$ cat config.mk
export PLATFORM = sky130hd
export DESIGN_NAME = fir_tdm_scheduler
export DESIGN_NICKNAME = d
export VERILOG_FILES = /design/src/rtl/fir_pkg.sv /design/src/rtl/fir_chan_hold.sv /design/src/rtl/fir_tdm_scheduler.sv
export SDC_FILE = /design/constraint.sdc
export NUM_CORES = 1
export LEC_CHECK = 0
export ABC_AREA = 1
export CAP_MARGIN = 20
export CELL_PAD_IN_SITES_DETAIL_PLACEMENT = 0
export CELL_PAD_IN_SITES_GLOBAL_PLACEMENT = 2
export CORE_ASPECT_RATIO = 0.8
export CORE_MARGIN = 3
export CORE_UTILIZATION = 24
export DETAILED_ROUTE_END_ITERATION = 7
export PLACE_DENSITY = 0.73
export SYNTH_ARGS = -nofsm -noshare
export SYNTH_HDL_FRONTEND = slang
export SYNTH_HIERARCHICAL = 1
export SYNTH_SLANG_ARGS = --single-unit
$ cat constraint.sdc
create_clock -name aclk -period 2.1 [get_ports aclk]
set_input_delay 0.42 -clock aclk [delete_from_list [all_inputs] [get_ports aclk]]
set_output_delay 0.42 -clock aclk [all_outputs]
set_load 0.01 [all_outputs]
$ cat src/rtl/fir_pkg.sv
// rtl/fir_pkg.sv - shared constants and types for the TDM FIR scheduler
package fir_pkg;

    localparam int DEF_DATA_W = 16;
    localparam int DEF_NUM_CH = 2;

    typedef logic signed [DEF_DATA_W-1:0] sample_t;

    typedef enum logic {
        COLLECT = 1'b0,
        ISSUE   = 1'b1
    } state_t;

endpackage

$ cat src/rtl/fir_chan_hold.sv
// rtl/fir_chan_hold.sv - single-channel sample holding register with full/ready
module fir_chan_hold #(
    parameter int DATA_W = 16
) (
    input  logic              clk,
    input  logic              reset,
    input  logic              valid,
    input  logic [DATA_W-1:0] sample,
    input  logic              take,
    output logic              ready,
    output logic              full,
    output logic [DATA_W-1:0] hold
);

    assign ready = ~full;

    // Capture and take are exclusive: take only happens while full, capture only while empty.
    always_ff @(posedge clk) begin
        if (reset) begin
            full <= 1'b0;
            hold <= '0;
        end else if (valid && !full) begin
            hold <= sample;
            full <= 1'b1;
        end else if (take) begin
            full <= 1'b0;
        end
    end

endmodule

$ cat src/rtl/fir_tdm_scheduler.sv
// rtl/fir_tdm_scheduler.sv - shares one FIR core between channels by strict-order TDM
module fir_tdm_scheduler
    import fir_pkg::*;
#(
    parameter int NUM_CH   = DEF_NUM_CH,
    parameter int DATA_W   = DEF_DATA_W,
    parameter int CH_W     = 1,
    parameter int MAX_INFL = 15
) (
    input  logic                     aclk,
    input  logic                     reset,
    input  logic [NUM_CH-1:0]        ch_valid,
    input  logic [NUM_CH*DATA_W-1:0] ch_data,
    output logic [NUM_CH-1:0]        ch_ready,
    output logic                     s_axis_data_tvalid,
    output logic [DATA_W-1:0]        s_axis_data_tdata,
    input  logic                     s_axis_data_tready,
    input  logic                     m_axis_data_tvalid,
    input  logic [DATA_W-1:0]        m_axis_data_tdata,
    output logic                     out_valid,
    output logic [DATA_W-1:0]        out_data,
    output logic [CH_W-1:0]          out_ch,
    output logic [15:0]              frames,
    output logic                     err
);

    localparam int INFL_W = $clog2(MAX_INFL + 1);
    localparam logic [CH_W-1:0]   LAST_CH  = CH_W'(NUM_CH - 1);
    localparam logic [INFL_W-1:0] INFL_MAX = INFL_W'(MAX_INFL);

    state_t              state;
    logic [CH_W-1:0]     idx;
    logic [CH_W-1:0]     next_idx;
    logic [CH_W-1:0]     optr;
    logic [INFL_W-1:0]   inflight;
    logic [NUM_CH-1:0]   full;
    logic [NUM_CH-1:0]   take;
    logic [DATA_W-1:0]   hold [NUM_CH];
    logic                accept;

    assign accept   = s_axis_data_tvalid & s_axis_data_tready;
    assign next_idx = idx + 1'b1;

    for (genvar i = 0; i < NUM_CH; i++) begin : g_hold
        assign take[i] = accept && (idx == CH_W'(i));

        fir_chan_hold #(.DATA_W(DATA_W)) u_hold (
            .clk    (aclk),
            .reset  (reset),
            .valid  (ch_valid[i]),
            .sample (ch_data[i*DATA_W +: DATA_W]),
            .take   (take[i]),
            .ready  (ch_ready[i]),
            .full   (full[i]),
            .hold   (hold[i])
        );
    end

    // A frame starts only once every channel holds a sample, so the core always sees 0..NUM_CH-1.
    always_ff @(posedge aclk) begin
        if (reset) begin
            state              <= COLLECT;
            idx                <= '0;
            s_axis_data_tvalid <= 1'b0;
            s_axis_data_tdata  <= '0;
            frames             <= '0;
        end else begin
            case (state)
                COLLECT: begin
                    if (&full) begin
                        state              <= ISSUE;
                        idx                <= '0;
                        s_axis_data_tvalid <= 1'b1;
                        s_axis_data_tdata  <= hold[0];
                    end
                end
                ISSUE: begin
                    if (accept) begin
                        if (idx == LAST_CH) begin
                            state              <= COLLECT;
                            idx                <= '0;
                            s_axis_data_tvalid <= 1'b0;
                            frames             <= frames + 16'd1;
                        end else begin
                            idx               <= next_idx;
                            s_axis_data_tdata <= hold[next_idx];
                        end
                    end
                end
                default: state <= COLLECT;
            endcase
        end
    end

    always_ff @(posedge aclk) begin
        if (reset) begin
            out_valid <= 1'b0;
            out_data  <= '0;
            out_ch    <= '0;
            optr      <= '0;
        end else begin
            out_valid <= m_axis_data_tvalid;
            if (m_axis_data_tvalid) begin
                out_data <= m_axis_data_tdata;
                out_ch   <= optr;
                optr     <= (optr == LAST_CH) ? '0 : optr + 1'b1;
            end
        end
    end

    // In-flight count saturates at both ends; either saturation is flagged as a sticky error.
    always_ff @(posedge aclk) begin
        if (reset) begin
            inflight <= '0;
            err      <= 1'b0;
        end else if (accept && !m_axis_data_tvalid) begin
            if (inflight == INFL_MAX) begin
                err <= 1'b1;
            end else begin
                inflight <= inflight + 1'b1;
            end
        end else if (m_axis_data_tvalid && !accept) begin
            if (inflight == '0) begin
                err <= 1'b1;
            end else begin
                inflight <= inflight - 1'b1;
            end
        end
    end

endmodule

==> metrics.md, run 1 <==
| Metric | Value |
|---|---|
| Status | completed |
| DRT iter0 DRCs | 198 |
| Async SR Flop Fraction | 0% |
| Antenna Nets Post-Route | 0 |
| Nets | 756 |
| Min Tclk post-route | 1.91 ns |
| FF-to-FF End | inflight[3] |
| Pwr/cell area | 772 nW/um^2 |
| Most frequent cell after synthesis | nor2_1 |
| Final period utilization | 90.8% |
| Clock buffer depth | 2 |
| Setup ws final | 0.193 ns |
| Multi-input gate area | 1870 um^2 |
| Total Wirelength | 11,700 um |
| GRT Max-Usage Layer | met1 |
| Fill cells | 1,829 |
| CTS resizes | 0 |
| Post-route DRC | 0 |
| GR Util All Layers | 12.5% |
| Register area | 1860 um^2 |
| Clock root cell | clkbuf_16 |
| Tightest Hold Check Type | reg -> reg |
| Largest net degree at the start of global routing | 33 |
| Worst Path Required | 1.68 ns |
| Crit path max fanout | 18 |
| Skew-Pair Late Insertion Delay | 0.35 ns |
| Post-detail-place hpwl | 8810 um |
| Synth top area share | 44.4% |
| GRT met1 Usage | 18.7% |
| Via density | 4.16 |
| Post-Syn Area | 4190 um^2 |
| Port bufs | 107 |
| Total power | 4.49 mW |
| Leak | 2.60 nW |
| Worst slew pin tran | 0.559 ns |
| Die ar. | 19,100 um^2 |
| Top post-synthesis cells by area | dfxtp_1 (44%), nor2_1 (12%), nand3_1 (9.6%) |
| RR Startpoint | s_axis_data_tvalid |
| Vias in the first global route | 3,677 |
| I/O Pins | 108 |
| Number of buffers created by CTS | 9 |
| Register clock-pin slew on the reported worst setup and hold paths | 0.07 ns |
| Max_slew headroom | 62.4% |
| Arrival @ worst endpoint | 1.49 ns |
| DRT Pass-1 Iters | 4 |
| Register-to-Register Path Depth | 11 |
| Overall die width | 154 um |
| CTS sink cnt | 93 |
| CORE AREA | 16,800 um^2 |
| FMAX | 0.524 GHz |
| Worst hold start | optr |
| Syn. warnings | 6 |
| Commonest cells in the synthesized netlist | nor2_1 (131), nand2_1 (100), dfxtp_1 (93), nand3_1 (80), inv_1 (68) |
| Initial core utilization | 24.9% |
| Synth Register Bits | 93 |
| Area growth syn-to-layout | 38.6% |
| TritonCTS clock tree | yes |
| Critical path startpoint | g_hold[1].u_hold/full |
| Primary FF master, synth | dfxtp_1 |
| Yosys cell types | 27 |
| Met3 usage | 3.40% |
| Die Ht | 124 um |
| Unrepaired setup endpoints after global routing | no |
| Worst setup path endpoint | ch_ready[1] |
| Met2 Use GR | 17.7% |
| Gate count of the mapped netlist | 589 |
| Initial antenna violation count | 0 |
| Mapped Nets | 648 |
| Synthesized area per cell | 7.11 um^2 |
| Largest area contributor in the netlist | dfxtp_1 |
| Hold buffers post-CTS | 0 |
| Setup TNS | 0 ns |
| Peak supply drop | 0.000483 V |
| Post-CTS setup buffers | 0 |
| Sequential area share after synthesis | 44.4% |
| Setup Viol. Count Final | 0 |
| Via count | 3,840 |
| R2R setup slack | 0.39 ns |
| # Max-Cap Violations | 0 |
| Final setup skew | 0.00788 ns |
| Worst Setup End Kind | output port |
| EDFF count, synth | 0 |
| Placer Congestion | 0.740 |
| Crit path launch type | flop |
| Slew Limit Fails | 0 |
| Final Hold Fails | 0 |
| Share of cells above drive strength 1 | 6.41% |
| Number of diodes | 0 |
| Pre-CTS setup slack | -0.115 ns |
| Critical path start-end classification | reg -> out |
| GR Overflow Total | 0 |
| First-pass GRT wire length | 19,200 um |
| FP Rows | 42 |
| Wire per inst | 12.7 um |
| CTS H-tree depth | 3 |
worst max-delay path: stages, from the launching register on:
cell and delay [ns]:
dfxtp_1 0.32, inv_2 0.22, clkdlybuf4s50_1 0.60
flip-flops by register name (all words and copies together) (netlist names):
signal	count
g_hold.u_hold/hold	32
idx	1
out_ch	1
inflight	4
optr	1
frames	16
s_axis_data_tdata	16
state	1
out_valid	1
s_axis_data_tvalid	1
err	1
g_hold.u_hold/full	2
out_data	16
final cells by class:
cell class                 count  share of cell area (%)
sequential                    93                    32.0
clock buffer                  10                    3.94
multi-input combinational    395                    32.2
inverter                      75                    4.85
tap                          220                    4.74
clock inverter                 6                    1.51
timing repair buffer         123                    20.7
cells by family after synthesis:
group | count (synthesis) | share of synthesized area (%)
flip-flops | 93 | 44.4
buffers and inverters | 101 | 10.9
AND/OR/NAND/NOR | 324 | 32.8
adder cells (fa/ha/maj) | 5 | 1.67
XOR/XNOR | 3 | 0.627
AO/OA/AOI/OAI | 63 | 9.53
layout by cell type (no fill, tap or decap), types with 2 or more instances in the layout:
cell             synthesis  layout
nor2_1                 131     131
clkdlybuf4s50_1          0     107
nand2_1                100     100
dfxtp_1                 93      93
nand3_1                 80      80
inv_1                   68      68
o21ai_0                 23      23
a21oi_1                 18      18
o211a_1                 16      16
buf_4                    3      15
clkbuf_16                0       9
inv_2                    6       6
o21ai_1                  4       4
ha_1                     4       4
nand2_2                  3       3
xor2_1                   3       3
nand4_1                  3       3
clkinvlp_4               0       3
nor3_1                   2       2
bufinv_16                0       2
nor2_4                   2       2
worst min-delay path by stage:
stage / endpoint / slack (ns) / cells past startpoint
floorplan: optr / 0.45 / 2
global placement: optr / 0.45 / 2
detailed placement: optr / 0.46 / 2
CTS: optr / 0.47 / 2
global route: optr / 0.48 / 2
finish: optr / 0.46 / 2
power by group:
| group | leakage (nW) | total (mW) | internal (mW) | switching, mW |
|---|---|---|---|---|
| clock network | 0.145 | 1.74 | 1.04 | 0.700 |
| logic | 1.69 | 0.749 | 0.374 | 0.375 |
| registers | 0.765 | 2.00 | 1.89 | 0.103 |
through the flow:
step | cells | hold WS [ns] | area, um^2 | utilization, %
after floorplan | 589 | 0.446 | 4190 | -
after global placement | 906 | 0.451 | 5490 | 32.7
after detailed placement | 906 | 0.457 | 5490 | 32.7
after CTS | 922 | 0.467 | 5810 | 34.5
after global routing | 922 | 0.480 | 5810 | 34.5
final | 922 | 0.465 | 5810 | 34.5
per-layer routing:
metal | part of all wire (%) | vias up
li1 | - | 2071
met1 | 55 | 1709
met2 | 41 | 50
met3 | 3.5 | 10
met4 | 1.1 | 0
met5 | 0 | -
(Power assumes the default switching activity.)
==> run 2: changes to the inputs <==
--- a/config.mk
+++ b/config.mk
@@ -12,6 +12,7 @@
 export CORE_ASPECT_RATIO = 0.8
 export CORE_MARGIN = 3
 export CORE_UTILIZATION = 24
+export CTS_CLUSTER_DIAMETER = 200
 export DETAILED_ROUTE_END_ITERATION = 7
 export PLACE_DENSITY = 0.73
 export SYNTH_ARGS = -nofsm -noshare
==> results of run 2 <==
Same layout as run 1: the final DEF is identical, and so are final timing and power.
==> run 3: changes to the inputs <==
--- a/config.mk
+++ b/config.mk
@@ -11,10 +11,11 @@
 export CELL_PAD_IN_SITES_GLOBAL_PLACEMENT = 2
 export CORE_ASPECT_RATIO = 0.8
 export CORE_MARGIN = 3
-export CORE_UTILIZATION = 24
+export CORE_UTILIZATION = 25
+export CTS_BUF_LIST = sky130_fd_sc_hd__clkbuf_4 sky130_fd_sc_hd__clkbuf_8
 export CTS_CLUSTER_DIAMETER = 200
 export DETAILED_ROUTE_END_ITERATION = 7
-export PLACE_DENSITY = 0.73
+export PLACE_DENSITY = 0.76
 export SYNTH_ARGS = -nofsm -noshare
 export SYNTH_HDL_FRONTEND = slang
 export SYNTH_HIERARCHICAL = 1
==> run 3 against run 2 <==
  * Cell count shrank 0.54%
  * Sequential power is essentially flat
  * Clock power shrank 29%
  * First-iteration DRC count fell by 28%
  * Setup slack got worse by 0.026 ns
  * Largest power group unchanged
==> metrics.md, run 3 (synthesis gave the netlist of run 1 again) <==
| Metric | Value |
|---|---|
| Worst Setup End Kind | output port |
| Critical Path Slowest Stage Cell | clkdlybuf4s50_1 |
| Port bufs | 107 (unchanged) |
| Leak | 2.54 nW (-2.1%) |
| Register share of total power | 49.9% (+5.4 points) |
| DRT iter0 DRCs | 142 (-28%) |
| Clock root cell | clkbuf_8 |
| Arrival @ worst endpoint | 1.51 ns (+0.02 ns) |
| Skew-Pair Late Insertion Delay | 0.36 ns (about the same) |
| Total power | 3.99 mW (-11%) |
| TritonCTS clock tree | yes |
| Worst slew pin tran | 0.617 ns (+0.0582 ns) |
| Wire per inst | 12.9 um (+1.5%) |
| Antenna Nets Post-Route | 0 (unchanged) |
| Commonest non-fill, non-tap cells in the layout | nor2_1 (131), clkdlybuf4s50_1 (107), nand2_1 (100) |
| Post-CTS setup buffers | 0 (unchanged) |
| Max_slew headroom | 58.5% (-3.9 points) |
| Die ar. | 18,400 um^2 (-3.8%) |
| Sw Share | 28.3% (+2.1 points) |
| Largest net degree at the start of global routing | 33 (unchanged) |
| Post-route DRC | 0 (unchanged) |
| Top reg by flops | g_hold.u_hold/hold |
| Slew Limit Fails | 0 (unchanged) |
| FF-to-FF End | inflight[3] |
| Worst hold start | optr |
| Clock network fraction of design power | 31.1% (-7.7 points) |
| Tightest Hold Check Type | reg -> reg |
| Max reg flops | 32 (unchanged) |
| Fill cells | 1,758 (-3.9%) |
| CTS resizes | 0 (unchanged) |
| Peak supply drop | 0.000248 V (-49%) |
| GR Util All Layers | 13.0% (+0.48 points) |
| Status | completed |
| Multi-input gate area | 1870 um^2 (unchanged) |
| Net switching power figure | 1.13 mW (-4.0%) |
| Unrepaired setup endpoints after global routing | no |
| RR Startpoint | s_axis_data_tvalid |
| Vias in the first global route | 3,724 (+1.3%) |
| Initial core utilization | 26.0% (+1.1 points) |
| Min Tclk post-route | 1.93 ns (+0.0260 ns) |
| Hold buffers post-CTS | 0 (unchanged) |
| FMAX | 0.517 GHz (-1.3%) |
| Share of cells above drive strength 1 | 6.55% (+0.14 points) |
| Hold path depth | 2 (unchanged) |
| Overall die width | 151 um (-1.9%) |
| Max incr delay on CP | 0.59 ns (about the same) |
| Area growth syn-to-layout | 35.8% |
| First-pass GRT wire length | 19,000 um (-1.4%) |
| Critical path start-end classification | reg -> out |
| CP Cell Sequence | inv_2 -> clkdlybuf4s50_1 |
| Register-to-Register Path Depth | 11 (unchanged) |
| Crit path launch type | flop |
| Comb pwr share | 18.9% (+2.2 points) |
| Die Ht | 122 um (-1.9%) |
| Worst Hold Path EP | optr |
| Post-detail-place hpwl | 8930 um (+1.3%) |
| Clock buffer depth | 2 (unchanged) |
| Worst Path Required | 1.68 ns (about the same) |
| Total Wirelength | 11,800 um (+1.0%) |
| Int Power | 2.86 mW (-13%) |
| Pwr/cell area | 702 nW/um^2 (-9.2%) |
| # Max-Cap Violations | 0 (unchanged) |
| Via count | 3,867 (+0.70%) |
| Crit path max fanout | 18 (unchanged) |
| Final setup skew | 0.00512 ns (-0.00276 ns) |
| Via density | 4.22 (+1.3%) |
| Post-layout util | 35.3% (+0.79 points) |
| R2R setup slack | 0.35 ns (-0.04 ns) |
| CTS sink cnt | 93 (unchanged) |
| I/O Pins | 108 (unchanged) |
| Most common cell after layout, fill and taps aside | nor2_1 |
| Initial antenna violation count | 0 (unchanged) |
| Register clock-pin slew on the reported worst setup and hold paths | 0.09 ns (+0.02 ns) |
| Register area | 1860 um^2 (unchanged) |
| Placer Congestion | 0.771 (+4.2%) |
| Number of buffers created by CTS | 9 (unchanged) |
| FP Rows | 41 (-2.4%) |
| Final period utilization | 92.0% (+1.2 points) |
| Final Hold Fails | 0 (unchanged) |
| Number of diodes | 0 (unchanged) |
| DRT Pass-1 Iters | 4 (unchanged) |
| Nets | 756 (unchanged) |
| CTS H-tree depth | 3 (unchanged) |
| CORE AREA | 16,100 um^2 (-4.2%) |
| GR Overflow Total | 0 (unchanged) |
| Setup Viol. Count Final | 0 (unchanged) |
-- run 3: cell types whose count changed in the layout (fill, tap and decap cells not counted) --
cell | before | now
bufinv_16 | 2 | 1
clkbuf_1 | 1 | 0
clkbuf_16 | 9 | 0
clkbuf_4 | 0 | 1
clkbuf_8 | 0 | 10
clkinv_2 | 1 | 0
clkinvlp_4 | 3 | 4
-- run 3: critical path: cells and delay by family (launching register included) --
family   cells  cell delay [ns]
flops        1             0.33
buf+inv      2             0.81
-- run 3: metrics by stage --
step | setup WS (ns) | hold slack (ns) | TNS, ns | instance area, um^2 | instances
after detailed placement | -0.139 | 0.461 | -0.203 | 5490 | 901
final | 0.167 | 0.470 | 0 | 5690 | 917
after global routing | 0.0465 | 0.494 | 0 | 5690 | 917
after global placement | -0.0922 | 0.452 | -0.103 | 5490 | 901
after floorplan | 0.0905 | 0.446 | 0 | 4190 | 589
after CTS | 0.108 | 0.475 | 0 | 5690 | 917
-- run 3: how the worst max path moves through the flow --
stage                           from           to  cells after the start
2_1_floorplan     m_axis_data_tvalid  inflight[3]                     11
3_3_place_gp      s_axis_data_tready  inflight[3]                     12
3_5_place_dp      s_axis_data_tready  inflight[3]                     12
4_1_cts        g_hold[0].u_hold/full  ch_ready[0]                      2
5_1_grt        g_hold[0].u_hold/full  ch_ready[0]                      2
6_report       g_hold[0].u_hold/full  ch_ready[0]                      2
-- run 3: metal layers --
layer	vias to the layer above	global-route usage, %	wire length, um
met4	0	3.06	116
met1	1718	19.3	6190
met5	-	0	0
met3	7	3.53	512
li1	2068	-	-
met2	74	18.6	5010
-- run 3: power groups by stage --
stage	sequential (mW)	combinational, mW	clock, mW
after detailed placement	2.04	0.762	0
after floorplan	2.03	0.436	0
after global placement	2.03	0.751	0
after global routing	2.01	0.852	1.38
after CTS	2.00	0.766	1.31
final	1.99	0.756	1.24
-- run 3: cell type report --
class | instances | area share (%)
Clock buffer | 11 | 2.55
Clock inverter | 5 | 1.06
Inverter | 75 | 4.95
Multi-Input combinational cell | 395 | 32.9
Sequential cell | 93 | 32.7
Tap cell | 215 | 4.73
Timing Repair Buffer | 123 | 21.1
